## config.mk

```make
export PLATFORM = sky130hd
export DESIGN_NAME = axi_slave_mem_flat
export DESIGN_NICKNAME = d
export VERILOG_FILES = /design/src/rtl/axi_slave_mem_if.sv /design/src/rtl/axi_slave_mem.sv /design/src/flat_wrapper.sv
export SDC_FILE = /design/constraint.sdc
export NUM_CORES = 2
export LEC_CHECK = 0
export BUFFER_PORTS_ARGS = -buffer_cell sky130_fd_sc_hd__buf_2
export CAP_MARGIN = 20
export CORE_ASPECT_RATIO = 1.1
export CORE_MARGIN = 8
export CORE_UTILIZATION = 50
export CTS_CLUSTER_DIAMETER = 60
export DETAILED_ROUTE_END_ITERATION = 10
export PLACE_DENSITY = 0.66
export SLEW_MARGIN = 10
export SYNTH_ARGS = -nofsm -noshare
export SYNTH_HDL_FRONTEND = slang
export SYNTH_SLANG_ARGS = --single-unit
```

## constraint.sdc

```tcl
create_clock -name aclk -period 4.6 [get_ports aclk]
set_input_delay 0.92 -clock aclk [delete_from_list [all_inputs] [get_ports aclk]]
set_output_delay 0.92 -clock aclk [all_outputs]
set_load 0.02 [all_outputs]
```

## src/rtl/axi_slave_mem_if.sv

```systemverilog
// AXI-style bus bundle between a burst master and the axi_slave_mem responder.
//
// Handshake rule for every channel: a transfer happens at the rising edge of
// aclk at which both valid and ready are high. The source keeps valid and its
// payload stable until that edge. The slave's outputs are registered and do
// not change while its valid is high and ready is low.
interface axi_slave_mem_if #(
  parameter int DATA_WIDTH = 16,
  parameter int ADD_WIDTH  = 8,
  parameter int ID_WIDTH   = 8
) ();
  localparam int NB = DATA_WIDTH / 8;

  // write address channel
  logic                  awvalid;
  logic                  awready;
  logic [ADD_WIDTH-1:0]  awaddr;
  logic [7:0]            awlen;
  logic [2:0]            awsize;
  logic [ID_WIDTH-1:0]   awid;
  // write data channel
  logic                  wvalid;
  logic                  wready;
  logic [DATA_WIDTH-1:0] wdata;
  logic [NB-1:0]         wstrb;
  logic                  wlast;
  logic [ID_WIDTH-1:0]   wid;
  // write response channel
  logic                  bvalid;
  logic                  bready;
  logic [ID_WIDTH-1:0]   bid;
  logic [1:0]            bresp;
  // read address channel
  logic                  arvalid;
  logic                  arready;
  logic [ADD_WIDTH-1:0]  araddr;
  logic [7:0]            arlen;
  logic [2:0]            arsize;
  logic [ID_WIDTH-1:0]   arid;
  // read data channel
  logic                  rvalid;
  logic                  rready;
  logic [DATA_WIDTH-1:0] rdata;
  logic [ID_WIDTH-1:0]   rid;
  logic                  rlast;
  logic [1:0]            rresp;

  modport slave (
    input  awvalid, awaddr, awlen, awsize, awid,
    output awready,
    input  wvalid, wdata, wstrb, wlast, wid,
    output wready,
    output bvalid, bid, bresp,
    input  bready,
    input  arvalid, araddr, arlen, arsize, arid,
    output arready,
    output rvalid, rdata, rid, rlast, rresp,
    input  rready
  );

  modport master (
    output awvalid, awaddr, awlen, awsize, awid,
    input  awready,
    output wvalid, wdata, wstrb, wlast, wid,
    input  wready,
    input  bvalid, bid, bresp,
    output bready,
    output arvalid, araddr, arlen, arsize, arid,
    input  arready,
    input  rvalid, rdata, rid, rlast, rresp,
    output rready
  );
endinterface

```

## src/rtl/axi_slave_mem.sv

```systemverilog
// Byte-addressed burst memory target. One write burst and one read burst may
// be in flight at a time; the two directions run independently. Every bus
// output comes straight from a flop, so no input reaches an output in the
// same cycle.
module axi_slave_mem #(
  parameter int DATA_WIDTH = 16,
  parameter int ADD_WIDTH  = 8,
  parameter int ID_WIDTH   = 8
) (
  input  logic            aclk,
  input  logic            areset,
  axi_slave_mem_if.slave  bus,
  output logic [1:0]      dbg_w_state,
  output logic [1:0]      dbg_r_state
);
  localparam int NB    = DATA_WIDTH / 8;
  localparam int DEPTH = 1 << ADD_WIDTH;
  // beat sizes wider than the bus are flagged and then moved as full-bus beats
  localparam logic [2:0] MAX_SIZE = 3'($clog2(NB));
  localparam logic [ADD_WIDTH-1:0] ALIGN_MASK = ~(ADD_WIDTH'(NB - 1));

  typedef enum logic [1:0] {W_IDLE = 2'd0, W_DATA = 2'd1, W_RESP = 2'd2} w_state_t;
  typedef enum logic [1:0] {R_IDLE = 2'd0, R_DATA = 2'd1} r_state_t;

  logic [7:0] mem [DEPTH];

  // ---------------- write side ----------------
  w_state_t              w_state_q, w_state_d;
  logic                  awready_q, awready_d;
  logic                  wready_q, wready_d;
  logic                  bvalid_q, bvalid_d;
  logic [1:0]            bresp_q, bresp_d;
  logic [ID_WIDTH-1:0]   w_id_q, w_id_d;
  logic [ADD_WIDTH-1:0]  w_addr_q, w_addr_d;
  logic [7:0]            w_len_q, w_len_d;
  logic [2:0]            w_size_q, w_size_d;
  logic [7:0]            w_cnt_q, w_cnt_d;
  logic                  w_err_q, w_err_d;
  logic                  w_fire;
  logic                  w_beat_err;
  logic [ADD_WIDTH-1:0]  w_incr;
  logic [ADD_WIDTH-1:0]  w_lane_addr [NB];

  // write FSM: next state, burst bookkeeping and registered handshake outputs
  always_comb begin
    w_state_d  = w_state_q;
    w_id_d     = w_id_q;
    w_addr_d   = w_addr_q;
    w_len_d    = w_len_q;
    w_size_d   = w_size_q;
    w_cnt_d    = w_cnt_q;
    w_err_d    = w_err_q;
    bresp_d    = bresp_q;
    w_fire     = bus.wvalid && wready_q;
    w_incr     = ADD_WIDTH'(1) << w_size_q;
    w_beat_err = (bus.wlast != (w_cnt_q == w_len_q)) || (bus.wid != w_id_q);
    case (w_state_q)
      W_IDLE: begin
        if (bus.awvalid && awready_q) begin
          w_id_d    = bus.awid;
          w_addr_d  = bus.awaddr;
          w_len_d   = bus.awlen;
          w_size_d  = (bus.awsize > MAX_SIZE) ? MAX_SIZE : bus.awsize;
          w_cnt_d   = 8'd0;
          w_err_d   = (bus.awsize > MAX_SIZE);
          w_state_d = W_DATA;
        end
      end
      W_DATA: begin
        if (w_fire) begin
          w_err_d  = w_err_q | w_beat_err;
          w_addr_d = w_addr_q + w_incr;
          w_cnt_d  = w_cnt_q + 8'd1;
          if (w_cnt_q == w_len_q) begin
            bresp_d   = (w_err_q | w_beat_err) ? 2'b10 : 2'b00;
            w_state_d = W_RESP;
          end
        end
      end
      W_RESP: begin
        if (bvalid_q && bus.bready) w_state_d = W_IDLE;
      end
      default: w_state_d = W_IDLE;
    endcase
    awready_d = (w_state_d == W_IDLE);
    wready_d  = (w_state_d == W_DATA);
    bvalid_d  = (w_state_d == W_RESP);
  end

  // write state and output registers; reset drops any burst without a response
  always_ff @(posedge aclk or posedge areset) begin
    if (areset) begin
      w_state_q <= W_IDLE;
      awready_q <= 1'b0;
      wready_q  <= 1'b0;
      bvalid_q  <= 1'b0;
      bresp_q   <= 2'b00;
      w_id_q    <= '0;
      w_addr_q  <= '0;
      w_len_q   <= '0;
      w_size_q  <= '0;
      w_cnt_q   <= '0;
      w_err_q   <= 1'b0;
    end else begin
      w_state_q <= w_state_d;
      awready_q <= awready_d;
      wready_q  <= wready_d;
      bvalid_q  <= bvalid_d;
      bresp_q   <= bresp_d;
      w_id_q    <= w_id_d;
      w_addr_q  <= w_addr_d;
      w_len_q   <= w_len_d;
      w_size_q  <= w_size_d;
      w_cnt_q   <= w_cnt_d;
      w_err_q   <= w_err_d;
    end
  end

  // byte address of each lane for the current write beat (wraps at the top)
  always_comb begin
    for (int i = 0; i < NB; i++) begin
      w_lane_addr[i] = (w_addr_q & ALIGN_MASK) + ADD_WIDTH'(i);
    end
  end

  // RAM write: strobed lanes are stored at the W handshake edge
  always_ff @(posedge aclk) begin
    if (w_fire) begin
      for (int i = 0; i < NB; i++) begin
        if (bus.wstrb[i]) mem[w_lane_addr[i]] <= bus.wdata[8*i +: 8];
      end
    end
  end

  // ---------------- read side ----------------
  r_state_t              r_state_q, r_state_d;
  logic                  arready_q, arready_d;
  logic                  rvalid_q, rvalid_d;
  logic                  rlast_q, rlast_d;
  logic [1:0]            rresp_q, rresp_d;
  logic [ID_WIDTH-1:0]   rid_q, rid_d;
  logic [DATA_WIDTH-1:0] rdata_q, rdata_d;
  logic [ADD_WIDTH-1:0]  r_addr_q, r_addr_d;
  logic [7:0]            r_len_q, r_len_d;
  logic [2:0]            r_size_q, r_size_d;
  logic [7:0]            r_cnt_q, r_cnt_d;
  logic                  r_load;
  logic [ADD_WIDTH-1:0]  r_load_addr;
  logic [ADD_WIDTH-1:0]  r_incr;

  // read FSM: next state, beat advance, and the data word for the next beat.
  // rdata is loaded only when a new beat starts, so it cannot change while
  // the master stalls; a write landing at that same edge is seen one beat later.
  always_comb begin
    r_state_d   = r_state_q;
    rid_d       = rid_q;
    rresp_d     = rresp_q;
    r_addr_d    = r_addr_q;
    r_len_d     = r_len_q;
    r_size_d    = r_size_q;
    r_cnt_d     = r_cnt_q;
    rdata_d     = rdata_q;
    r_load      = 1'b0;
    r_load_addr = r_addr_q;
    r_incr      = ADD_WIDTH'(1) << r_size_q;
    case (r_state_q)
      R_IDLE: begin
        if (bus.arvalid && arready_q) begin
          rid_d       = bus.arid;
          rresp_d     = (bus.arsize > MAX_SIZE) ? 2'b10 : 2'b00;
          r_addr_d    = bus.araddr;
          r_len_d     = bus.arlen;
          r_size_d    = (bus.arsize > MAX_SIZE) ? MAX_SIZE : bus.arsize;
          r_cnt_d     = 8'd0;
          r_load      = 1'b1;
          r_load_addr = bus.araddr;
          r_state_d   = R_DATA;
        end
      end
      R_DATA: begin
        if (rvalid_q && bus.rready) begin
          if (r_cnt_q == r_len_q) begin
            r_state_d = R_IDLE;
          end else begin
            r_cnt_d     = r_cnt_q + 8'd1;
            r_addr_d    = r_addr_q + r_incr;
            r_load      = 1'b1;
            r_load_addr = r_addr_q + r_incr;
          end
        end
      end
      default: r_state_d = R_IDLE;
    endcase
    arready_d = (r_state_d == R_IDLE);
    rvalid_d  = (r_state_d == R_DATA);
    rlast_d   = rvalid_d && (r_cnt_d == r_len_d);
    if (r_load) begin
      for (int i = 0; i < NB; i++) begin
        rdata_d[8*i +: 8] = mem[(r_load_addr & ALIGN_MASK) + ADD_WIDTH'(i)];
      end
    end else if (!rvalid_d) begin
      rdata_d = '0;
    end
  end

  // read state and output registers
  always_ff @(posedge aclk or posedge areset) begin
    if (areset) begin
      r_state_q <= R_IDLE;
      arready_q <= 1'b0;
      rvalid_q  <= 1'b0;
      rlast_q   <= 1'b0;
      rresp_q   <= 2'b00;
      rid_q     <= '0;
      rdata_q   <= '0;
      r_addr_q  <= '0;
      r_len_q   <= '0;
      r_size_q  <= '0;
      r_cnt_q   <= '0;
    end else begin
      r_state_q <= r_state_d;
      arready_q <= arready_d;
      rvalid_q  <= rvalid_d;
      rlast_q   <= rlast_d;
      rresp_q   <= rresp_d;
      rid_q     <= rid_d;
      rdata_q   <= rdata_d;
      r_addr_q  <= r_addr_d;
      r_len_q   <= r_len_d;
      r_size_q  <= r_size_d;
      r_cnt_q   <= r_cnt_d;
    end
  end

  assign bus.awready  = awready_q;
  assign bus.wready   = wready_q;
  assign bus.bvalid   = bvalid_q;
  assign bus.bid      = w_id_q;
  assign bus.bresp    = bresp_q;
  assign bus.arready  = arready_q;
  assign bus.rvalid   = rvalid_q;
  assign bus.rdata    = rdata_q;
  assign bus.rid      = rid_q;
  assign bus.rlast    = rlast_q;
  assign bus.rresp    = rresp_q;
  assign dbg_w_state  = w_state_q;
  assign dbg_r_state  = r_state_q;
endmodule
```

## src/flat_wrapper.sv

```systemverilog
// flat-port wrapper written by rule: the top's interface ports become plain ports
module axi_slave_mem_flat 
#(
  parameter int DATA_WIDTH = 16,
  parameter int ADD_WIDTH  = 8,
  parameter int ID_WIDTH   = 8
)
  (aclk, areset, dbg_w_state, dbg_r_state, bus_awvalid, bus_awaddr, bus_awlen, bus_awsize, bus_awid, bus_awready, bus_wvalid, bus_wdata, bus_wstrb, bus_wlast, bus_wid, bus_wready, bus_bvalid, bus_bid, bus_bresp, bus_bready, bus_arvalid, bus_araddr, bus_arlen, bus_arsize, bus_arid, bus_arready, bus_rvalid, bus_rdata, bus_rid, bus_rlast, bus_rresp, bus_rready);
  axi_slave_mem_if #(.DATA_WIDTH(DATA_WIDTH), .ADD_WIDTH(ADD_WIDTH), .ID_WIDTH(ID_WIDTH)) bus_i ();
  input  logic aclk;
  input  logic areset;
  output logic [1:0] dbg_w_state;
  output logic [1:0] dbg_r_state;
  input wire logic [$bits(bus_i.awvalid)-1:0] bus_awvalid;
  input wire logic [$bits(bus_i.awaddr)-1:0] bus_awaddr;
  input wire logic [$bits(bus_i.awlen)-1:0] bus_awlen;
  input wire logic [$bits(bus_i.awsize)-1:0] bus_awsize;
  input wire logic [$bits(bus_i.awid)-1:0] bus_awid;
  output wire logic [$bits(bus_i.awready)-1:0] bus_awready;
  input wire logic [$bits(bus_i.wvalid)-1:0] bus_wvalid;
  input wire logic [$bits(bus_i.wdata)-1:0] bus_wdata;
  input wire logic [$bits(bus_i.wstrb)-1:0] bus_wstrb;
  input wire logic [$bits(bus_i.wlast)-1:0] bus_wlast;
  input wire logic [$bits(bus_i.wid)-1:0] bus_wid;
  output wire logic [$bits(bus_i.wready)-1:0] bus_wready;
  output wire logic [$bits(bus_i.bvalid)-1:0] bus_bvalid;
  output wire logic [$bits(bus_i.bid)-1:0] bus_bid;
  output wire logic [$bits(bus_i.bresp)-1:0] bus_bresp;
  input wire logic [$bits(bus_i.bready)-1:0] bus_bready;
  input wire logic [$bits(bus_i.arvalid)-1:0] bus_arvalid;
  input wire logic [$bits(bus_i.araddr)-1:0] bus_araddr;
  input wire logic [$bits(bus_i.arlen)-1:0] bus_arlen;
  input wire logic [$bits(bus_i.arsize)-1:0] bus_arsize;
  input wire logic [$bits(bus_i.arid)-1:0] bus_arid;
  output wire logic [$bits(bus_i.arready)-1:0] bus_arready;
  output wire logic [$bits(bus_i.rvalid)-1:0] bus_rvalid;
  output wire logic [$bits(bus_i.rdata)-1:0] bus_rdata;
  output wire logic [$bits(bus_i.rid)-1:0] bus_rid;
  output wire logic [$bits(bus_i.rlast)-1:0] bus_rlast;
  output wire logic [$bits(bus_i.rresp)-1:0] bus_rresp;
  input wire logic [$bits(bus_i.rready)-1:0] bus_rready;
  assign bus_i.awvalid = bus_awvalid;
  assign bus_i.awaddr = bus_awaddr;
  assign bus_i.awlen = bus_awlen;
  assign bus_i.awsize = bus_awsize;
  assign bus_i.awid = bus_awid;
  assign bus_awready = bus_i.awready;
  assign bus_i.wvalid = bus_wvalid;
  assign bus_i.wdata = bus_wdata;
  assign bus_i.wstrb = bus_wstrb;
  assign bus_i.wlast = bus_wlast;
  assign bus_i.wid = bus_wid;
  assign bus_wready = bus_i.wready;
  assign bus_bvalid = bus_i.bvalid;
  assign bus_bid = bus_i.bid;
  assign bus_bresp = bus_i.bresp;
  assign bus_i.bready = bus_bready;
  assign bus_i.arvalid = bus_arvalid;
  assign bus_i.araddr = bus_araddr;
  assign bus_i.arlen = bus_arlen;
  assign bus_i.arsize = bus_arsize;
  assign bus_i.arid = bus_arid;
  assign bus_arready = bus_i.arready;
  assign bus_rvalid = bus_i.rvalid;
  assign bus_rdata = bus_i.rdata;
  assign bus_rid = bus_i.rid;
  assign bus_rlast = bus_i.rlast;
  assign bus_rresp = bus_i.rresp;
  assign bus_i.rready = bus_rready;
  axi_slave_mem #(.DATA_WIDTH(DATA_WIDTH), .ADD_WIDTH(ADD_WIDTH), .ID_WIDTH(ID_WIDTH)) u_core (.aclk(aclk), .areset(areset), .bus(bus_i), .dbg_w_state(dbg_w_state), .dbg_r_state(dbg_r_state));
endmodule
```

# Yosys cells after proc, flatten, opt, wreduce, memory -nomap -nowiden
# Memories as Yosys holds them, arrays and structs flattened.
# Index checks and enable logic that the tools add are counted.
# Widths: inputs -> output; s select.
[word_totals] ff_bits=101 ram_bits=2048 out_inout_bits=46 n_memories=1
[op_classes] addsub=6 n_lt_le_gt_ge=2 n_eq_ne=17 shift=2 muxes=44 bitwise=1 reduce_logical=18
[memory_table] memory="u_core.mem" words=256 word_bits=8 rd=2 rd_clocked_by_memory_dff=0 wr=2 line="axi_slave_mem.sv:25" source="logic [7:0] mem [DEPTH];"
[op_table] cell="$mux 8" n=12
[op_table] cell="$pmux 8 s2" n=4
[op_table] cell="$add 8x1->8 const B" n=4
[op_table] cell="$mux 16" n=2
[op_table] cell="$eq 8x8->1" n=3
[op_table] cell="$mux 2" n=9
[op_table] cell="$add 8x8->8" n=2
[op_table] cell="$shl 1x3->8 const A" n=2
[op_table] cell="$mux 1" n=11
[op_table] cell="$eq 2x1->1 const B" n=4
[op_table] cell="$logic_not 2->1" n=4
[op_table] cell="$ne 2x1->1 const B" n=4
[op_table] cell="$ne 8x8->1" n=1
[op_table] cell="$gt 3x1->1 const B" n=2
[op_table] cell="$logic_and 1x1->1" n=6
[op_table] cell="$mux 3" n=2
[op_table] cell="$pmux 2 s3" n=1
[op_table] cell="$reduce_and 3->1" n=2
[op_table] cell="$eq 2x2->1 const B" n=2
[op_table] cell="$ne 2x2->1 const B" n=2
[op_table] cell="$pmux 1 s2" n=2
[op_table] cell="$pmux 2 s2" n=1
[op_table] cell="$reduce_and 2->1" n=2
[op_table] cell="$reduce_and 4->1" n=1
[op_table] cell="other kinds (4)" n=5

# Depth between registers and ports, before layout
# An unclocked memory read counts as a cell.
[logic_depth] ltp_word=8 depth_mapped=19 depth_no_buf=15

# Worst setup path after synthesis
# Ideal clock, no wire load.
[synth_timing] kind="register -> register" startpoint="reg u_core.r_size_q[0]" endpoint="reg u_core.rdata_q[3], in the netlist u_core.bus.rdata[3]" setup_ns=0.069 arrival_time_ns=3.639 required_ns=4.531 path_slack_ns=0.892 stages_incl_launch_ff=17 synth_period_minus_slack_ns=3.708 cell_sequence="dfrtp_1 > clkbuf_1 > nor3_1 > ha_1 > fa_1 > a211oi_1 > nor2_1 > o2111a_1 > or4_1 > nand2_1 > inv_2 > nor4_2 > nand3_1 > nand3_1 > a2111oi_0 > a31o_2 > nand3_1"
[synth_via] elab_chain_len=7
[synth_lines] item="from (decl)" line="axi_slave_mem.sv:145" source="logic [2:0] r_size_q, r_size_d;"
[synth_lines] item="from (signal assigned)" line="axi_slave_mem.sv:230" source="r_size_q <= r_size_d;"
[synth_lines] item="$shl 1x3->8" line="axi_slave_mem.sv:165" source="r_incr = ADD_WIDTH'(1) << r_size_q;"
[synth_lines] item="$add 8x8->8" line="axi_slave_mem.sv:188" source="r_load_addr = r_addr_q + r_incr;"
[synth_lines] item="$mux 8" line="axi_slave_mem.sv:182" source="if (r_cnt_q == r_len_q) begin"
[synth_lines] item="$mux 8"
[synth_lines] item="$pmux 8 s2" line="axi_slave_mem.sv:166" source="case (r_state_q)"
[synth_lines] item="$mem_v2 256x8"
[synth_lines] item="$mux 16" line="axi_slave_mem.sv:197" source="if (r_load) begin"
[synth_lines] item="to (signal assigned)" line="axi_slave_mem.sv:227" source="rdata_q <= rdata_d;"
[synth_lines] item="to (decl)" line="axi_slave_mem.sv:142" source="logic [DATA_WIDTH-1:0] rdata_q, rdata_d;"
# No other way between the ends. The select of a mux whose other input is x is not followed.
# A chain may end at the register's enable or synchronous reset.

# Worst setup path after layout
[layout_timing] startpoint="reg u_core.r_size_q[1]" endpoint="reg u_core.rdata_q[3], in the netlist u_core.bus.rdata[3]"
# The elaborated chain is that of the path after synthesis.

==> results.json <==
{
  "first_pass_iters": 11,
  "drv_slew": 0,
  "postRouteAntennaNets": 0,
  "worstReg2RegStart": "u_core.r_size_q[1]",
  "place_hpwl_um": 168000,
  "layout_setup_ws_ns": 0.0491,
  "io_pins": 134,
  "postLayoutCellArea_mm2": 0.0990,
  "synth_top_area_share_pct": 71.0,
  "required_ns": 5.42,
  "layout_min_cycle_time_ns": 4.55,
  "violations": "DRC",
  "antenna_found_initial": 20,
  "min_path_type": "in -> async",
  "p_leak_nw": 34.9,
  "finalWirelength_um": 263000,
  "grt_max_degree": 135,
  "critPathLaunch": "u_core.r_size_q[1]",
  "finalNonFillerCells": 9219,
  "cts_sinks": 2147,
  "synth.area.top_cells": "edfxtp_1 71%, nand2_1 6.6%, nand3_1 3.9%",
  "numCtsBuffers": 210,
  "crit_end": "u_core.bus.rdata[3]",
  "powerDensity_mw_per_mm2": 549,
  "yosysWarnings": 0,
  "nNetsFinal": 6866,
  "dieArea_mm2": 0.187,
  "vias": 57100,
  "arrival_ns": 5.37,
  "dp.cells": 8812,
  "ys_async_sr_fraction_pct": 4.61,
  "critPathLaunchType": "flip-flop",
  "cts.path.max_buffers": 3,
  "hold_violations": 0,
  "skew_ns": 0.0525,
  "area_delta_synth_final_pct": 14.4,
  "rsz0062_at_grt": "yes",
  "cts_tree": "yes",
  "via_per_inst": 6.19,
  "crit_family": "simple AND/OR/NAND/NOR gates",
  "critPathSlowestCell": "or4_1",
  "pre_cts_ws_ns": -0.428,
  "grt-ovfl-total": 0,
  "fin_crit_sh_pct": 98.9,
  "worst_pin_slew_ns": 1.21,
  "routedWlPerCell_um": 28.5,
  "rr_worst_depth": 16,
  "fmax_mhz": 220,
  "drc": 1,
  "ys_seq_area_share_pct": 73.9,
  "grt_pass1_wl_um": 376000,
  "fp.coreArea_mm2": 0.172,
  "cts_root_buf": "clkbuf_16",
  "rows": 160,
  "syn_inst": 6442,
  "yosysUniqueCellTypes": 86,
  "critPathCaptureType": "flip-flop",
  "htree_levels": 4,
  "grt_usage_pct": 27.3,
  "worstPathCellList": "nor3_1, ha_1, fa_1, a211oi_2, nor2_1, o2111a_1, or4_1, nand2_2, inv_2, nor2_2, buf_12, nand2_1, a21oi_1, a311oi_1, a31o_2, nand3_1",
  "grt_pass1_vias": 54500,
  "die_h_um": 452,
  "final_layout_size_suffix_gt1_share_pct": 12.9,
  "syn_area_mm2": 0.0866,
  "synth_edf_count": 2048,
  "relSlewSlack_pct": 19.5,
  "drt_iter0_markers": 7828,
  "clk_pin_slew_ns": 0.06,
  "outcome": "finished, violations left",
  "crit_fanout": 8,
  "reg2reg_slack_ns": 0.05,
  "ir_worst_vdd_v": 0.000442,
  "path_buf_inv": 2,
  "synth-main-ff-cell": "edfxtp_1",
  "initial_core_util_pct": 50.2,
  "clock_latency_ns": 0.88,
  "critPathKind": "reg -> reg",
  "synth_top_cell_by_area": "edfxtp_1",
  "cp.depth": 16,
  "synth-seq-cells": 2147,
  "gp_congestion": 0.929,
  "io_buffers": 131,
  "fp.dieW_um": 413,
  "syn_avg_cell_area_um2": 13.4,
  "dpl_cell_area_mm2": 0.0918,
  "max_stage_delay_ns": 0.55,
  "worstReg2RegEnd": "u_core.bus.rdata[3]",
  "cap_violations": 0,
  "setup_viol": 0
}
-- area by class of cell --
cell class / count / area, um2
inverters: 15 / 82.6
flip-flops and latches: 2147 / 64000
fillers: 13500 / 73300
clock buffers: 259 / 5480
clock inverters: 139 / 1590
multi-input cells: 3880 / 20800
well taps: 2268 / 2840
diodes: 5 / 12.5
repair buffers: 506 / 4230
-- state kept, by name, indices dropped and copies added, names as in the netlist, 3 cells and up --
register and flops:
u_core.mem 2048, u_core.bus.rdata 16, u_core.bus.bid 8, u_core.bus.rid 8, u_core.r_addr_q 8, u_core.r_cnt_q 8, u_core.r_len_q 8, u_core.w_addr_q 8
u_core.w_cnt_q 8, u_core.w_len_q 8, u_core.r_size_q 3, u_core.w_size_q 3
-- worst min path at each step --
stage	end	slack [ns]	cells after the start	from
after floorplan	u_core.w_err_q	0.44	2	u_core.w_err_q
after global placement	u_core.bus.rid[3]	0.45	2	u_core.bus.rid[3]
after detailed placement	u_core.bus.rid[1]	0.47	2	u_core.bus.rid[1]
after CTS	u_core.w_addr_q[0]	0.17	3	areset
after global routing	u_core.w_addr_q[0]	0.18	3	areset
final	u_core.w_addr_q[0]	0.15	3	areset
-- cells in the mapped netlist, drive strengths merged (20+ instances only) --
cell type,instances
dfrtp,99
nand3,685
and3,80
a31oi,77
nor4,26
clkbuf,121
mux2,20
a311oi,22
o21ai,111
buf,281
xnor2,23
o22ai,160
edfxtp,2048
nand4,67
a21oi,133
nor3,35
mux2i,339
xor2,22
nor2,328
nand2,1526
-- metal layers --
layer	wire [um]	vias up	share of wire, %	GRT usage (%)
met2	120000	3572	46	42.5
met5	75	-	0.029	0
li1	-	24500	-	-
met1	98200	28300	37	37.0
met3	30500	650	12	5.92
met4	13500	12	5.2	12.7
-- timing repair --
| action | 4_1_cts | 5_1_grt |
|---|---|---|
| endpoints found under the setup margin | 3 | 15 |
| hold buffers | 0 | 0 |
| pin swaps | 1 | 3 |
| resized for setup | 5 | 14 |
| buffers inserted | 0 | 4 |
-- layout by cell type, fill, tap and decap left out, types with 13 or more instances in the layout --
master	netlist	routed
buf_12	0	57
nand3_1	682	679
nand4_1	67	67
a32oi_1	16	16
nor3_1	33	30
clkinv_2	0	37
o21ai_0	110	110
a311oi_1	22	22
o22ai_1	160	158
edfxtp_1	2048	2048
dfrtp_1	99	99
buf_2	211	115
a31oi_1	76	75
mux2_2	20	20
xor2_1	22	22
clkinv_1	1	49
nor4_1	23	23
a21oi_1	133	132
clkbuf_16	0	211
bufinv_16	0	26
and3_1	80	80
ha_1	16	16
clkbuf_1	121	46
mux2i_1	339	339
buf_4	38	332
nor2_1	327	319
xnor2_1	23	23
nand2_1	1526	1520
o211ai_1	13	13
-- worst reg2reg max path: stages, from the launching register on --
cell and delay, ns:
dfrtp_1 0.40, nor3_1 0.07, ha_1 0.22, fa_1 0.45
a211oi_2 0.21, nor2_1 0.12, o2111a_1 0.24, or4_1 0.55
nand2_2 0.22, inv_2 0.21, nor2_2 0.27, buf_12 0.18
nand2_1 0.31, a21oi_1 0.46, a311oi_1 0.16, a31o_2 0.34
nand3_1 0.10
-- through the flow --
stage | TNS [ns] | util [%] | hold slack, ns | power, mW
after floorplan | 0 | - | 0.442 | 30.2
after global placement | -0.733 | 53.2 | 0.454 | 36.6
after detailed placement | -0.981 | 53.3 | 0.470 | 36.7
after CTS | 0 | 57.4 | 0.172 | 54.1
after global routing | -0.00524 | 57.4 | 0.184 | 55.8
final | 0 | 57.4 | 0.149 | 54.3
-- power breakdown --
group	switching, mW	internal [mW]	total, mW	leakage (nW)
combinational	10.0	4.54	14.6	11.8
sequential	0.410	21.8	22.2	19.7
clock	7.57	10.0	17.6	3.42
total	18.0	36.3	54.3	34.9
-- kinds of logic after synthesis --
group	share of synthesized area [%]
fa+ha+maj	0.277
compound gates	4.77
other cells	0.00433
buf+inv	2.37
flops	73.9
xor+xnor	0.455
mux	4.18
simple gates	14.0
(Power assumes the default switching activity.)
